===== config.mk =====
export PLATFORM = sky130hd
export DESIGN_NAME = gpio_bus_master_flat
export DESIGN_NICKNAME = d
export VERILOG_FILES = /design/src/rtl/gpio_pkg.sv /design/src/rtl/gpio_bus_master_if.sv /design/src/rtl/gpio_timeout_ctr.sv /design/src/rtl/gpio_bus_master.sv /design/src/flat_wrapper.sv
export SDC_FILE = /design/constraint.sdc
export NUM_CORES = 1
export LEC_CHECK = 0
export CORE_MARGIN = 2
export CORE_UTILIZATION = 38
export DETAILED_ROUTE_END_ITERATION = 10
export PLACE_DENSITY_LB_ADDON = 0.05
export SYNTH_ARGS = -nofsm -noshare
export SYNTH_HDL_FRONTEND = slang
export SYNTH_HIERARCHICAL = 1
export SYNTH_SLANG_ARGS = --single-unit

===== constraint.sdc =====
create_clock -name clk -period 2.9 [get_ports clk]
set_input_delay 0.58 -clock clk [delete_from_list [all_inputs] [get_ports clk]]
set_output_delay 0.58 -clock clk [all_outputs]
set_load 0.01 [all_outputs]

===== src/rtl/gpio_pkg.sv =====
// Shared definitions for the GPIO bus master: FSM state encoding, GPIO slave
// address map and transfer size constants.
package gpio_pkg;

    localparam int STATE_W = 2;
    typedef logic [STATE_W-1:0] state_t;

    localparam state_t ST_IDLE   = 2'd0;
    localparam state_t ST_ACCESS = 2'd1;
    localparam state_t ST_CHECK  = 2'd2;
    localparam state_t ST_RESP   = 2'd3;

    localparam logic [2:0] IN_A  = 3'b000;
    localparam logic [2:0] IN_B  = 3'b001;
    localparam logic [2:0] IN_C  = 3'b010;
    localparam logic [2:0] IN_D  = 3'b011;
    localparam logic [2:0] OUT_A = 3'b100;
    localparam logic [2:0] OUT_B = 3'b101;
    localparam logic [2:0] OUT_C = 3'b110;
    localparam logic [2:0] OUT_D = 3'b111;

    localparam logic [1:0] SIZE_BYTE = 2'b00;

    // Output ports live in the upper half of the address map.
    function automatic logic is_out_port(input logic [2:0] addr);
        return addr[2];
    endfunction

endpackage


===== src/rtl/gpio_bus_master_if.sv =====
// Command/response channel plus GPIO slave-port signals for gpio_bus_master.
// The master modport is the bus master's view; slave is the environment's view.
interface gpio_bus_master_if #(
    parameter int GPIO_WIDTH = 8
);
    logic                  cmd_valid;
    logic                  cmd_ready;
    logic                  cmd_we;
    logic [2:0]            cmd_addr;
    logic [GPIO_WIDTH-1:0] cmd_wdata;

    logic                  rsp_valid;
    logic                  rsp_ready;
    logic [GPIO_WIDTH-1:0] rsp_rdata;
    logic                  rsp_err;
    logic                  rsp_timeout;
    logic                  err_sticky;

    logic                  en;
    logic                  we;
    logic                  re;
    logic [2:0]            Addr;
    logic [1:0]            size;
    logic [31:0]           wd_data;
    logic [31:0]           rd_data;
    logic                  done;
    logic                  check;

    modport master (
        input  cmd_valid, cmd_we, cmd_addr, cmd_wdata, rsp_ready,
        input  rd_data, done, check,
        output cmd_ready, rsp_valid, rsp_rdata, rsp_err, rsp_timeout, err_sticky,
        output en, we, re, Addr, size, wd_data
    );

    modport slave (
        output cmd_valid, cmd_we, cmd_addr, cmd_wdata, rsp_ready,
        output rd_data, done, check,
        input  cmd_ready, rsp_valid, rsp_rdata, rsp_err, rsp_timeout, err_sticky,
        input  en, we, re, Addr, size, wd_data
    );

endinterface


===== src/rtl/gpio_timeout_ctr.sv =====
// Down-counter that flags expiry after LIMIT consecutive ticks since load.
// Used by gpio_bus_master only when GPIO_MASTER_TIMEOUT_EN is defined.
module gpio_timeout_ctr #(
    parameter int LIMIT = 16
) (
    input  logic clk,
    input  logic rst,
    input  logic load,
    input  logic clear,
    input  logic tick,
    output logic expire
);
    localparam int CW = $clog2(LIMIT + 1);

    logic [CW-1:0] count_reg;
    logic [CW-1:0] count_next;

    always_comb begin
        count_next = count_reg;
        if (load) begin
            count_next = CW'(LIMIT);
        end else if (clear) begin
            count_next = '0;
        end else if (tick && (count_reg != '0)) begin
            count_next = count_reg - 1'b1;
        end
    end

    always_ff @(posedge clk) begin
        if (rst) begin
            count_reg <= '0;
        end else begin
            count_reg <= count_next;
        end
    end

    // Expiry fires on the tick that would take the count from one to zero.
    assign expire = tick && (count_reg == CW'(1));

endmodule


===== src/rtl/gpio_bus_master.sv =====
// Sequences one GPIO slave access per command and returns read data and the
// newly raised slave error. Optional ACCESS timeout: GPIO_MASTER_TIMEOUT_EN.
module gpio_bus_master
    import gpio_pkg::*;
#(
    parameter int GPIO_WIDTH     = 8,
    parameter int TIMEOUT_CYCLES = 16
) (
    input  logic               clk,
    input  logic               rst,
    gpio_bus_master_if.master  bus
);

    state_t                state_reg;
    state_t                state_next;

    logic                  we_reg;
    logic [2:0]            addr_reg;
    logic [GPIO_WIDTH-1:0] wdata_reg;
    logic                  first_reg;
    logic                  chk_prev_reg;

    logic [GPIO_WIDTH-1:0] rdata_reg;
    logic                  err_reg;
    logic                  sticky_reg;

    logic                  cmd_fire;
    logic                  in_access;
    logic                  in_resp;
    logic                  err_next;
    logic                  expire;
    logic [GPIO_WIDTH-1:0] rd_byte;
    logic [31:0]           wd_ext;

    assign in_access = (state_reg == ST_ACCESS);
    assign in_resp   = (state_reg == ST_RESP);
    assign cmd_fire  = bus.cmd_valid && bus.cmd_ready;
    assign err_next  = bus.check && !chk_prev_reg;
    assign rd_byte   = bus.rd_data[GPIO_WIDTH-1:0];

    genvar gi;
    generate
        for (gi = 0; gi < 32; gi = gi + 1) begin : g_wd_ext
            if (gi < GPIO_WIDTH) begin : g_data
                assign wd_ext[gi] = wdata_reg[gi];
            end else begin : g_zero
                assign wd_ext[gi] = 1'b0;
            end
        end
        if (GPIO_WIDTH < 32) begin : g_rd_hi
            logic unused_rd_hi;
            assign unused_rd_hi = ^bus.rd_data[31:GPIO_WIDTH];
        end
    endgenerate

`ifdef GPIO_MASTER_TIMEOUT_EN
    logic timeout_reg;

    gpio_timeout_ctr #(
        .LIMIT (TIMEOUT_CYCLES)
    ) u_timeout (
        .clk    (clk),
        .rst    (rst),
        .load   (cmd_fire),
        .clear  (in_access && bus.done),
        .tick   (in_access && !bus.done),
        .expire (expire)
    );

    always_ff @(posedge clk) begin
        if (rst) begin
            timeout_reg <= 1'b0;
        end else if (cmd_fire) begin
            timeout_reg <= 1'b0;
        end else if (in_access && !bus.done && expire) begin
            timeout_reg <= 1'b1;
        end
    end

    assign bus.rsp_timeout = in_resp && timeout_reg;
`else
    localparam int unused_timeout_cycles = TIMEOUT_CYCLES;
    assign expire          = 1'b0;
    assign bus.rsp_timeout = 1'b0;
`endif

    always_comb begin
        state_next = state_reg;
        case (state_reg)
            ST_IDLE:   if (cmd_fire) state_next = ST_ACCESS;
            ST_ACCESS: begin
                if (bus.done) begin
                    state_next = ST_CHECK;
                end else if (expire) begin
                    state_next = ST_RESP;
                end
            end
            ST_CHECK:  state_next = ST_RESP;
            ST_RESP:   if (bus.rsp_ready) state_next = ST_IDLE;
            default:   state_next = ST_IDLE;
        endcase
    end

    always_ff @(posedge clk) begin
        if (rst) begin
            state_reg    <= ST_IDLE;
            we_reg       <= 1'b0;
            addr_reg     <= '0;
            wdata_reg    <= '0;
            first_reg    <= 1'b0;
            chk_prev_reg <= 1'b0;
            rdata_reg    <= '0;
            err_reg      <= 1'b0;
            sticky_reg   <= 1'b0;
        end else begin
            state_reg <= state_next;
            case (state_reg)
                ST_IDLE: begin
                    if (cmd_fire) begin
                        we_reg    <= bus.cmd_we;
                        addr_reg  <= bus.cmd_addr;
                        wdata_reg <= bus.cmd_wdata;
                        first_reg <= 1'b1;
                        rdata_reg <= '0;
                        err_reg   <= 1'b0;
                    end
                end
                ST_ACCESS: begin
                    first_reg <= 1'b0;
                    // The slave flag is sticky, so only a rise across this
                    // access counts as an error caused by it.
                    if (first_reg) begin
                        chk_prev_reg <= bus.check;
                    end
                    if (bus.done) begin
                        rdata_reg <= we_reg ? '0 : rd_byte;
                    end else if (expire) begin
                        rdata_reg  <= '0;
                        err_reg    <= 1'b1;
                        sticky_reg <= 1'b1;
                    end
                end
                ST_CHECK: begin
                    err_reg <= err_next;
                    if (err_next) begin
                        sticky_reg <= 1'b1;
                    end
                end
                default: begin
                end
            endcase
        end
    end

    assign bus.cmd_ready  = (state_reg == ST_IDLE) && !rst;

    assign bus.en         = in_access;
    assign bus.we         = in_access && we_reg;
    assign bus.re         = in_access && !we_reg;
    assign bus.Addr       = in_access ? addr_reg : 3'b000;
    assign bus.size       = SIZE_BYTE;
    assign bus.wd_data    = in_access ? wd_ext : 32'h0;

    assign bus.rsp_valid  = in_resp;
    assign bus.rsp_rdata  = in_resp ? rdata_reg : '0;
    assign bus.rsp_err    = in_resp && err_reg;
    assign bus.err_sticky = sticky_reg;

endmodule

===== src/flat_wrapper.sv =====
// flat-port wrapper written by rule: the top's interface ports become plain ports
module gpio_bus_master_flat import gpio_pkg::*;
#(
    parameter int GPIO_WIDTH     = 8,
    parameter int TIMEOUT_CYCLES = 16
)
  (clk, rst, bus_cmd_valid, bus_cmd_we, bus_cmd_addr, bus_cmd_wdata, bus_rsp_ready, bus_rd_data, bus_done, bus_check, bus_cmd_ready, bus_rsp_valid, bus_rsp_rdata, bus_rsp_err, bus_rsp_timeout, bus_err_sticky, bus_en, bus_we, bus_re, bus_Addr, bus_size, bus_wd_data);
  gpio_bus_master_if #(.GPIO_WIDTH(GPIO_WIDTH)) bus_i ();
  input  logic clk;
  input  logic rst;
  input wire logic [$bits(bus_i.cmd_valid)-1:0] bus_cmd_valid;
  input wire logic [$bits(bus_i.cmd_we)-1:0] bus_cmd_we;
  input wire logic [$bits(bus_i.cmd_addr)-1:0] bus_cmd_addr;
  input wire logic [$bits(bus_i.cmd_wdata)-1:0] bus_cmd_wdata;
  input wire logic [$bits(bus_i.rsp_ready)-1:0] bus_rsp_ready;
  input wire logic [$bits(bus_i.rd_data)-1:0] bus_rd_data;
  input wire logic [$bits(bus_i.done)-1:0] bus_done;
  input wire logic [$bits(bus_i.check)-1:0] bus_check;
  output wire logic [$bits(bus_i.cmd_ready)-1:0] bus_cmd_ready;
  output wire logic [$bits(bus_i.rsp_valid)-1:0] bus_rsp_valid;
  output wire logic [$bits(bus_i.rsp_rdata)-1:0] bus_rsp_rdata;
  output wire logic [$bits(bus_i.rsp_err)-1:0] bus_rsp_err;
  output wire logic [$bits(bus_i.rsp_timeout)-1:0] bus_rsp_timeout;
  output wire logic [$bits(bus_i.err_sticky)-1:0] bus_err_sticky;
  output wire logic [$bits(bus_i.en)-1:0] bus_en;
  output wire logic [$bits(bus_i.we)-1:0] bus_we;
  output wire logic [$bits(bus_i.re)-1:0] bus_re;
  output wire logic [$bits(bus_i.Addr)-1:0] bus_Addr;
  output wire logic [$bits(bus_i.size)-1:0] bus_size;
  output wire logic [$bits(bus_i.wd_data)-1:0] bus_wd_data;
  assign bus_i.cmd_valid = bus_cmd_valid;
  assign bus_i.cmd_we = bus_cmd_we;
  assign bus_i.cmd_addr = bus_cmd_addr;
  assign bus_i.cmd_wdata = bus_cmd_wdata;
  assign bus_i.rsp_ready = bus_rsp_ready;
  assign bus_i.rd_data = bus_rd_data;
  assign bus_i.done = bus_done;
  assign bus_i.check = bus_check;
  assign bus_cmd_ready = bus_i.cmd_ready;
  assign bus_rsp_valid = bus_i.rsp_valid;
  assign bus_rsp_rdata = bus_i.rsp_rdata;
  assign bus_rsp_err = bus_i.rsp_err;
  assign bus_rsp_timeout = bus_i.rsp_timeout;
  assign bus_err_sticky = bus_i.err_sticky;
  assign bus_en = bus_i.en;
  assign bus_we = bus_i.we;
  assign bus_re = bus_i.re;
  assign bus_Addr = bus_i.Addr;
  assign bus_size = bus_i.size;
  assign bus_wd_data = bus_i.wd_data;
  gpio_bus_master #(.GPIO_WIDTH(GPIO_WIDTH), .TIMEOUT_CYCLES(TIMEOUT_CYCLES)) u_core (.clk(clk), .rst(rst), .bus(bus_i));
endmodule

==> results.sh, run 1 <==
export IMPL_finalClockSkew_ns=0.00492
export IMPL_mostFrequentLayoutCells="51 x sky130_fd_sc_hd__clkdlybuf4s50_1, 44 x sky130_fd_sc_hd__nand2_1, 27 x sky130_fd_sc_hd__conb_1"
export IMPL_final_cell_count_no_fill=277
export IMPL_post_synth_top_area_fraction_pct=35.6
export IMPL_power_switching_fraction_pct=36.1
export IMPL_antenna_left=0
export IMPL_tritoncts_num_sinks=26
export IMPL_globalplace_congestion=0.759
export IMPL_netlist_top_cell_by_area="sky130_fd_sc_hd__dfxtp_1"
export IMPL_tritoncts="built"
export IMPL_placedInstanceArea_um2=1910
export IMPL_synth_seq_cells=26
export IMPL_internal_power_mw=0.756
export IMPL_synth_top_family_by_area="simple AND/OR/NAND/NOR gates"
export IMPL_syn_instance_count=181
export IMPL_numCtsBuffers=3
export IMPL_rsz_0062_raised_after_global_routing="no"
export IMPL_max_rail_drop_vdd_mv=0.240
export IMPL_cp_start_kind="flop"
export IMPL_critPathKind="flop to output port"
export IMPL_rows=22
export IMPL_postCtsSetupBuffers=0
export IMPL_reg_to_reg_setup_timing_slack_ns=0.95
export IMPL_diodes=0
export IMPL_largest_net_degree_at_the_start_of_global_routing=23
export IMPL_htree_num_levels=1
export IMPL_dp_cells=274
export IMPL_power_total_mw=1.18
export IMPL_floorplan_die_height_um=66.0
export IMPL_synth_yosys_warnings=6
export IMPL_syn_mean_instance_area_um2=8.08
export IMPL_initial_utilization_pct=39.7
export IMPL_post_cts_resized_instances=0
export IMPL_synthXorXnorAreaFrac_pct=0
export IMPL_fin_nets=286
export IMPL_dp_final_hpwl_um=2420
export IMPL_synth_cell_area_um2=1460
export IMPL_synth_fa_ha_area_share_pct=4.28
export IMPL_via_count_of_the_first_global_routing_pass=1229
export IMPL_cp_required_ns=2.32
export IMPL_p_leak_nw=0.867
export IMPL_leading_cell_type_in_the_layout_fill_and_taps_excluded="sky130_fd_sc_hd__clkdlybuf4s50_1"
export IMPL_core_region_area_um2=3690
export IMPL_cellPowerDensity_nw_per_um2=606
export IMPL_synth_mux_area_fraction_pct=6.16
export IMPL_worst_setup_hold_path_clk_slew_ns=0.09
export IMPL_synth_cell_types=28
export IMPL_finalSetupViolCount=0
export IMPL_layout_worst_path_cycle_share_pct=91.9
export IMPL_whs_ns=0.452
export IMPL_netlist_top_cells_area="sky130_fd_sc_hd__dfxtp_1 36%, sky130_fd_sc_hd__buf_4 14%, sky130_fd_sc_hd__nand2_1 11%"
export IMPL_post_route_drc_count=0
export IMPL_first_iter_violations=49
export IMPL_critPathCaptureType="output port"
export IMPL_synth_seq_area_share_pct=35.6
export IMPL_p_comb_share_pct=43.5
export IMPL_postLayoutCoreUtil_pct=52.8
export IMPL_cp_data_arrival_time_ns=2.08
export IMPL_timing_final_crit_period_ns=2.66
export IMPL_timing_setup_tns_ns=0
export IMPL_first_pass_iters=4
export IMPL_min_delay_path_class="flop to flop"
export IMPL_timing_critical_path_fanout_max=19
export IMPL_timing_final_hold_violations=0
export IMPL_clk_latency_ns=0.27
export IMPL_port_buffer_count=51
export IMPL_totalWireLength_um=3280
export IMPL_drv_slew=0
export IMPL_route_detailed_wl_per_inst_um=11.9
export IMPL_setup_ws_post_layout_ns=0.235
export IMPL_ctsHoldBuffers=0
export IMPL_dieArea_um2=4360
export IMPL_drive_above_1_share_pct=4.80
export IMPL_gr_usage_all_layers_pct=16.0
export IMPL_max_freq_ghz=0.375
export IMPL_clock_root_buffer="sky130_fd_sc_hd__clkbuf_8"
export IMPL_synthSimpleGateAreaFrac_pct=32.2
export IMPL_switchingPower_mw=0.426
export IMPL_final_cell_area_um2=1950
export IMPL_via_to_cell_ratio=4.47
export IMPL_floorplan_die_width_um=66.0
export IMPL_via_count=1237
export IMPL_maximum_clock_path_buffer_count=2
export IMPL_antenna_found_initial=0
export IMPL_fillCellCount=356
export IMPL_grt_pass1_wl_um=5360
export IMPL_clkPwrFrac_pct=17.3
export IMPL_max_cap_violations=0
export IMPL_ioPinCount=103
export IMPL_gr_total_overflow=0
export IMPL_run_status="completed"
export IMPL_worst_pin_slew_ns=0.683
export IMPL_area_fraction_in_compound_gates_after_synthesis_pct=4.45
export IMPL_syn_to_final_growth_pct=33.3
export IMPL_slew_limit_headroom_pct=54.4
export IMPL_preCtsSetupSlack_ns=0.487
export IMPL_power_share_sequential_pct=39.2
[cells in the mapped netlist]
master	number
sky130_fd_sc_hd__a21oi_1	4
sky130_fd_sc_hd__and2_1	19
sky130_fd_sc_hd__and2_2	2
sky130_fd_sc_hd__and2b_1	1
sky130_fd_sc_hd__and3b_1	1
sky130_fd_sc_hd__buf_2	4
sky130_fd_sc_hd__buf_4	27
sky130_fd_sc_hd__clkbuf_1	2
sky130_fd_sc_hd__conb_1	1
sky130_fd_sc_hd__dfxtp_1	26
sky130_fd_sc_hd__ha_1	5
sky130_fd_sc_hd__inv_1	4
sky130_fd_sc_hd__inv_2	1
sky130_fd_sc_hd__mux2i_1	9
sky130_fd_sc_hd__nand2_1	44
sky130_fd_sc_hd__nand3_1	14
sky130_fd_sc_hd__nand3b_1	2
sky130_fd_sc_hd__nor2_1	2
sky130_fd_sc_hd__nor2b_1	3
sky130_fd_sc_hd__nor2b_4	1
sky130_fd_sc_hd__nor3_1	1
sky130_fd_sc_hd__nor3b_2	1
sky130_fd_sc_hd__o21ai_0	2
sky130_fd_sc_hd__o21bai_1	1
sky130_fd_sc_hd__o22ai_4	1
sky130_fd_sc_hd__o31ai_1	1
sky130_fd_sc_hd__or2_2	1
sky130_fd_sc_hd__or4_1	1
[critical path, cell delays in order (launching register included)]
cell	delay [ns]
sky130_fd_sc_hd__dfxtp_1	0.35
sky130_fd_sc_hd__inv_1	0.11
sky130_fd_sc_hd__ha_1	0.56
sky130_fd_sc_hd__inv_2	0.14
sky130_fd_sc_hd__nor2_1	0.12
sky130_fd_sc_hd__clkdlybuf4s50_1	0.54
[area by class of cell]
class | instances | area, µm² | share of cell area, %
Clock buffer | 3 | 41.3 | 2.12
Inverter | 5 | 18.8 | 0.963
Multi-Input combinational cell | 143 | 791 | 40.6
Sequential cell | 26 | 520 | 26.7
Tap cell | 48 | 60.1 | 3.08
Timing Repair Buffer | 52 | 518 | 26.6
[path summary, 6_finish.rpt]
| kind | start | endpoint | depth (start not counted) |
|---|---|---|---|
| setup / recovery | u_core/state_reg[1]$_SDFFE_PP0P_ | bus_re | 5 |
| hold reg to reg | u_core/wdata_reg[7]$_SDFFE_PP0P_ | u_core/wdata_reg[7]$_SDFFE_PP0P_ | 2 |
| setup reg to reg | u_core/state_reg[1]$_SDFFE_PP0P_ | u_core/rdata_reg[7]$_SDFFE_PP0P_ | 5 |
| hold / removal | u_core/wdata_reg[7]$_SDFFE_PP0P_ | u_core/wdata_reg[7]$_SDFFE_PP0P_ | 2 |
[per-layer routing]
layer	global-route usage [%]	vias up	part of all wire, %
met5	0	-	0
met4	5.36	0	0.58
met3	3.24	2	7.9
met2	30.9	52	50
met1	17.2	565	41
li1	-	618	-
[power by group through the flow]
stage	clock network [mW]	registers, mW	logic, mW
4_1_cts	0.218	0.465	0.520
5_1_grt	0.230	0.473	0.570
6_report	0.204	0.464	0.514
3_3_place_gp	0	0.468	0.503
3_5_place_dp	0	0.473	0.517
2_1_floorplan	0	0.464	0.356
[kinds of logic after synthesis]
logic type / Yosys count
AOI/OAI and AO/OA: 9
adders and majority gates: 5
buffers and inverters: 38
DFF: 26
muxes: 9
other: 1
and+or+nand+nor: 93
Note: power is estimated with default switching activity, not from simulation.
==> run 2, diff against run 1 <==
--- a/config.mk
+++ b/config.mk
@@ -5,10 +5,11 @@
 export SDC_FILE = /design/constraint.sdc
 export NUM_CORES = 1
 export LEC_CHECK = 0
+export CAP_MARGIN = 15
 export CORE_MARGIN = 2
 export CORE_UTILIZATION = 38
 export DETAILED_ROUTE_END_ITERATION = 10
-export PLACE_DENSITY_LB_ADDON = 0.05
+export PLACE_DENSITY = 0.87
 export SYNTH_ARGS = -nofsm -noshare
 export SYNTH_HDL_FRONTEND = slang
 export SYNTH_HIERARCHICAL = 1
==> run 2 against run 1 <==
  * Routed wire length fell by 11%
  * Sequential share of layout area fell by 0.41 points
  * Power rose by 6.5%
  * Core utilization rose by 0.81 points
  * Count of clock-buffer cells in the layout did not move
  * Cell area rose by 1.5%
  * First-iteration DRC count rose by 14%
  * Critical path type unchanged
  * Largest cell class unchanged
  * Largest power group unchanged
==> results.sh, run 2 (same netlist as run 1, synthesis figures left out) <==
export IMPL_cp_data_arrival_time_ns=2.03
export IMPL_layout_worst_path_cycle_share_pct=90.1
export IMPL_rsz_0062_raised_after_global_routing="no"
export IMPL_clk_latency_ns=0.27
export IMPL_critical_path_n_buffers_inverters=3
export IMPL_gr_usage_all_layers_pct=14.7
export IMPL_leading_cell_type_in_the_layout_fill_and_taps_excluded="sky130_fd_sc_hd__clkdlybuf4s50_1"
export IMPL_dp_final_hpwl_um=2230
export IMPL_timing_critical_path_max_delay_family="buffers and inverters"
export IMPL_drv_slew=0
export IMPL_worst_setup_hold_path_clk_slew_ns=0.09
export IMPL_clock_root_buffer="sky130_fd_sc_hd__clkbuf_8"
export IMPL_mostFrequentLayoutCells="51 x sky130_fd_sc_hd__clkdlybuf4s50_1, 44 x sky130_fd_sc_hd__nand2_1, 27 x sky130_fd_sc_hd__conb_1"
export IMPL_ctsHoldBuffers=0
export IMPL_antenna_found_initial=0
export IMPL_timing_critical_path_fanout_max=19
export IMPL_timing_final_hold_violations=0
export IMPL_antenna_left=0
export IMPL_fin_nets=286
export IMPL_via_to_cell_ratio=4.31
export IMPL_via_count=1198
export IMPL_cellPowerDensity_nw_per_um2=636
export IMPL_initial_utilization_pct=39.7
export IMPL_diodes=0
export IMPL_gr_total_overflow=0
export IMPL_rows=22
export IMPL_max_freq_ghz=0.383
export IMPL_finalSetupViolCount=0
export IMPL_power_share_sequential_pct=36.8
export IMPL_max_rail_drop_vdd_mv=0.375
export IMPL_maximum_clock_path_buffer_count=2
export IMPL_cp_required_ns=2.32
export IMPL_tritoncts_num_sinks=26
export IMPL_post_route_drc_count=0
export IMPL_worst_pin_slew_ns=0.693
export IMPL_timing_setup_tns_ns=0
export IMPL_cp_start_kind="flop"
export IMPL_grt_pass1_wl_um=5000
export IMPL_clkPwrFrac_pct=23.4
export IMPL_htree_num_levels=1
export IMPL_dp_cells=274
export IMPL_whs_ns=0.451
export IMPL_postCtsSetupBuffers=0
export IMPL_min_delay_path_class="flop to flop"
export IMPL_first_pass_iters=4
export IMPL_totalWireLength_um=2930
export IMPL_ioPinCount=103
export IMPL_internal_power_mw=0.847
export IMPL_critPathKind="flop to output port"
export IMPL_p_leak_nw=0.881
export IMPL_switchingPower_mw=0.412
export IMPL_post_cts_resized_instances=0
export IMPL_floorplan_die_width_um=66.0
export IMPL_finalClockSkew_ns=0.00145
export IMPL_first_iter_violations=56
export IMPL_slew_limit_headroom_pct=53.7
export IMPL_crit_slowest_cell="sky130_fd_sc_hd__clkdlybuf4s50_1"
export IMPL_p_comb_share_pct=39.8
export IMPL_timing_final_crit_period_ns=2.61
export IMPL_power_total_mw=1.26
export IMPL_run_status="completed"
export IMPL_globalplace_congestion=0.761
export IMPL_fillCellCount=359
export IMPL_syn_to_final_growth_pct=35.3
export IMPL_tritoncts="built"
export IMPL_critPathCaptureType="output port"
export IMPL_route_detailed_wl_per_inst_um=10.6
export IMPL_numCtsBuffers=3
export IMPL_critical_path_cell_sequence="inv_1 > ha_1 > inv_2 > nor2_1 > clkdlybuf4s50_1"
export IMPL_dieArea_um2=4360
export IMPL_largest_net_degree_at_the_start_of_global_routing=23
export IMPL_max_stage_delay_ns=0.55
export IMPL_core_region_area_um2=3690
export IMPL_power_switching_fraction_pct=32.8
export IMPL_port_buffer_count=51
export IMPL_via_count_of_the_first_global_routing_pass=1119
export IMPL_floorplan_die_height_um=66.0
export IMPL_drive_above_1_share_pct=5.22
export IMPL_max_cap_violations=0
export IMPL_final_cell_count_no_fill=278
## run 2: cell count changes in the layout (fill, tap and decap cells not counted)
cell,before,now
sky130_fd_sc_hd__bufinv_16,0,1
## run 2: tightest hold or removal path: stages, from the launching register on
cell and delay (ns):
sky130_fd_sc_hd__dfxtp_1 0.31, sky130_fd_sc_hd__nand3_1 0.06, sky130_fd_sc_hd__nand2_1 0.04
## run 2: power groups by stage
stage / clock network [mW] / logic (mW) / registers (mW)
floorplan: 0 / 0.356 / 0.464
global placement: 0 / 0.497 / 0.468
detailed placement: 0 / 0.508 / 0.473
CTS: 0.305 / 0.508 / 0.464
global route: 0.320 / 0.562 / 0.476
finish: 0.294 / 0.501 / 0.464
## run 2: worst paths after layout
path,startpoint,end,slack (ns),cells after the start
worst max-delay path,u_core/state_reg[1]$_SDFFE_PP0P_,bus_re,0.29,5
worst min-delay path,u_core/wdata_reg[6]$_SDFFE_PP0P_,u_core/wdata_reg[6]$_SDFFE_PP0P_,0.45,2
worst max register to register,u_core/state_reg[1]$_SDFFE_PP0P_,u_core/rdata_reg[7]$_SDFFE_PP0P_,1.02,5
worst min register to register,u_core/wdata_reg[6]$_SDFFE_PP0P_,u_core/wdata_reg[6]$_SDFFE_PP0P_,0.45,2
## run 2: per-layer routing
layer	wire [µm]	GRT usage, %
met3	141	3.58
met1	1300	17.5
met5	0	0
met4	0	3.06
met2	1490	26.6
## run 2: metrics by stage
step                      worst slack (ns)  util [%]  cell area, µm²
after floorplan                       1.17         -            1560
after global placement               0.518      51.7            1910
after detailed placement             0.532      51.7            1910
after CTS                            0.227      53.7            1980
after global routing                0.0872      53.7            1980
final                                0.286      53.7            1980
## run 2: final cells by class
class / count / area (µm²) / share of cell area, %
tap: 48 / 60.1 / 3.03
multi-input combinational: 143 / 791 / 39.9
timing repair buffer: 52 / 518 / 26.2
clock buffer: 3 / 41.3 / 2.09
clock inverter: 1 / 30.0 / 1.52
sequential: 26 / 520 / 26.3
inverter: 5 / 18.8 / 0.948
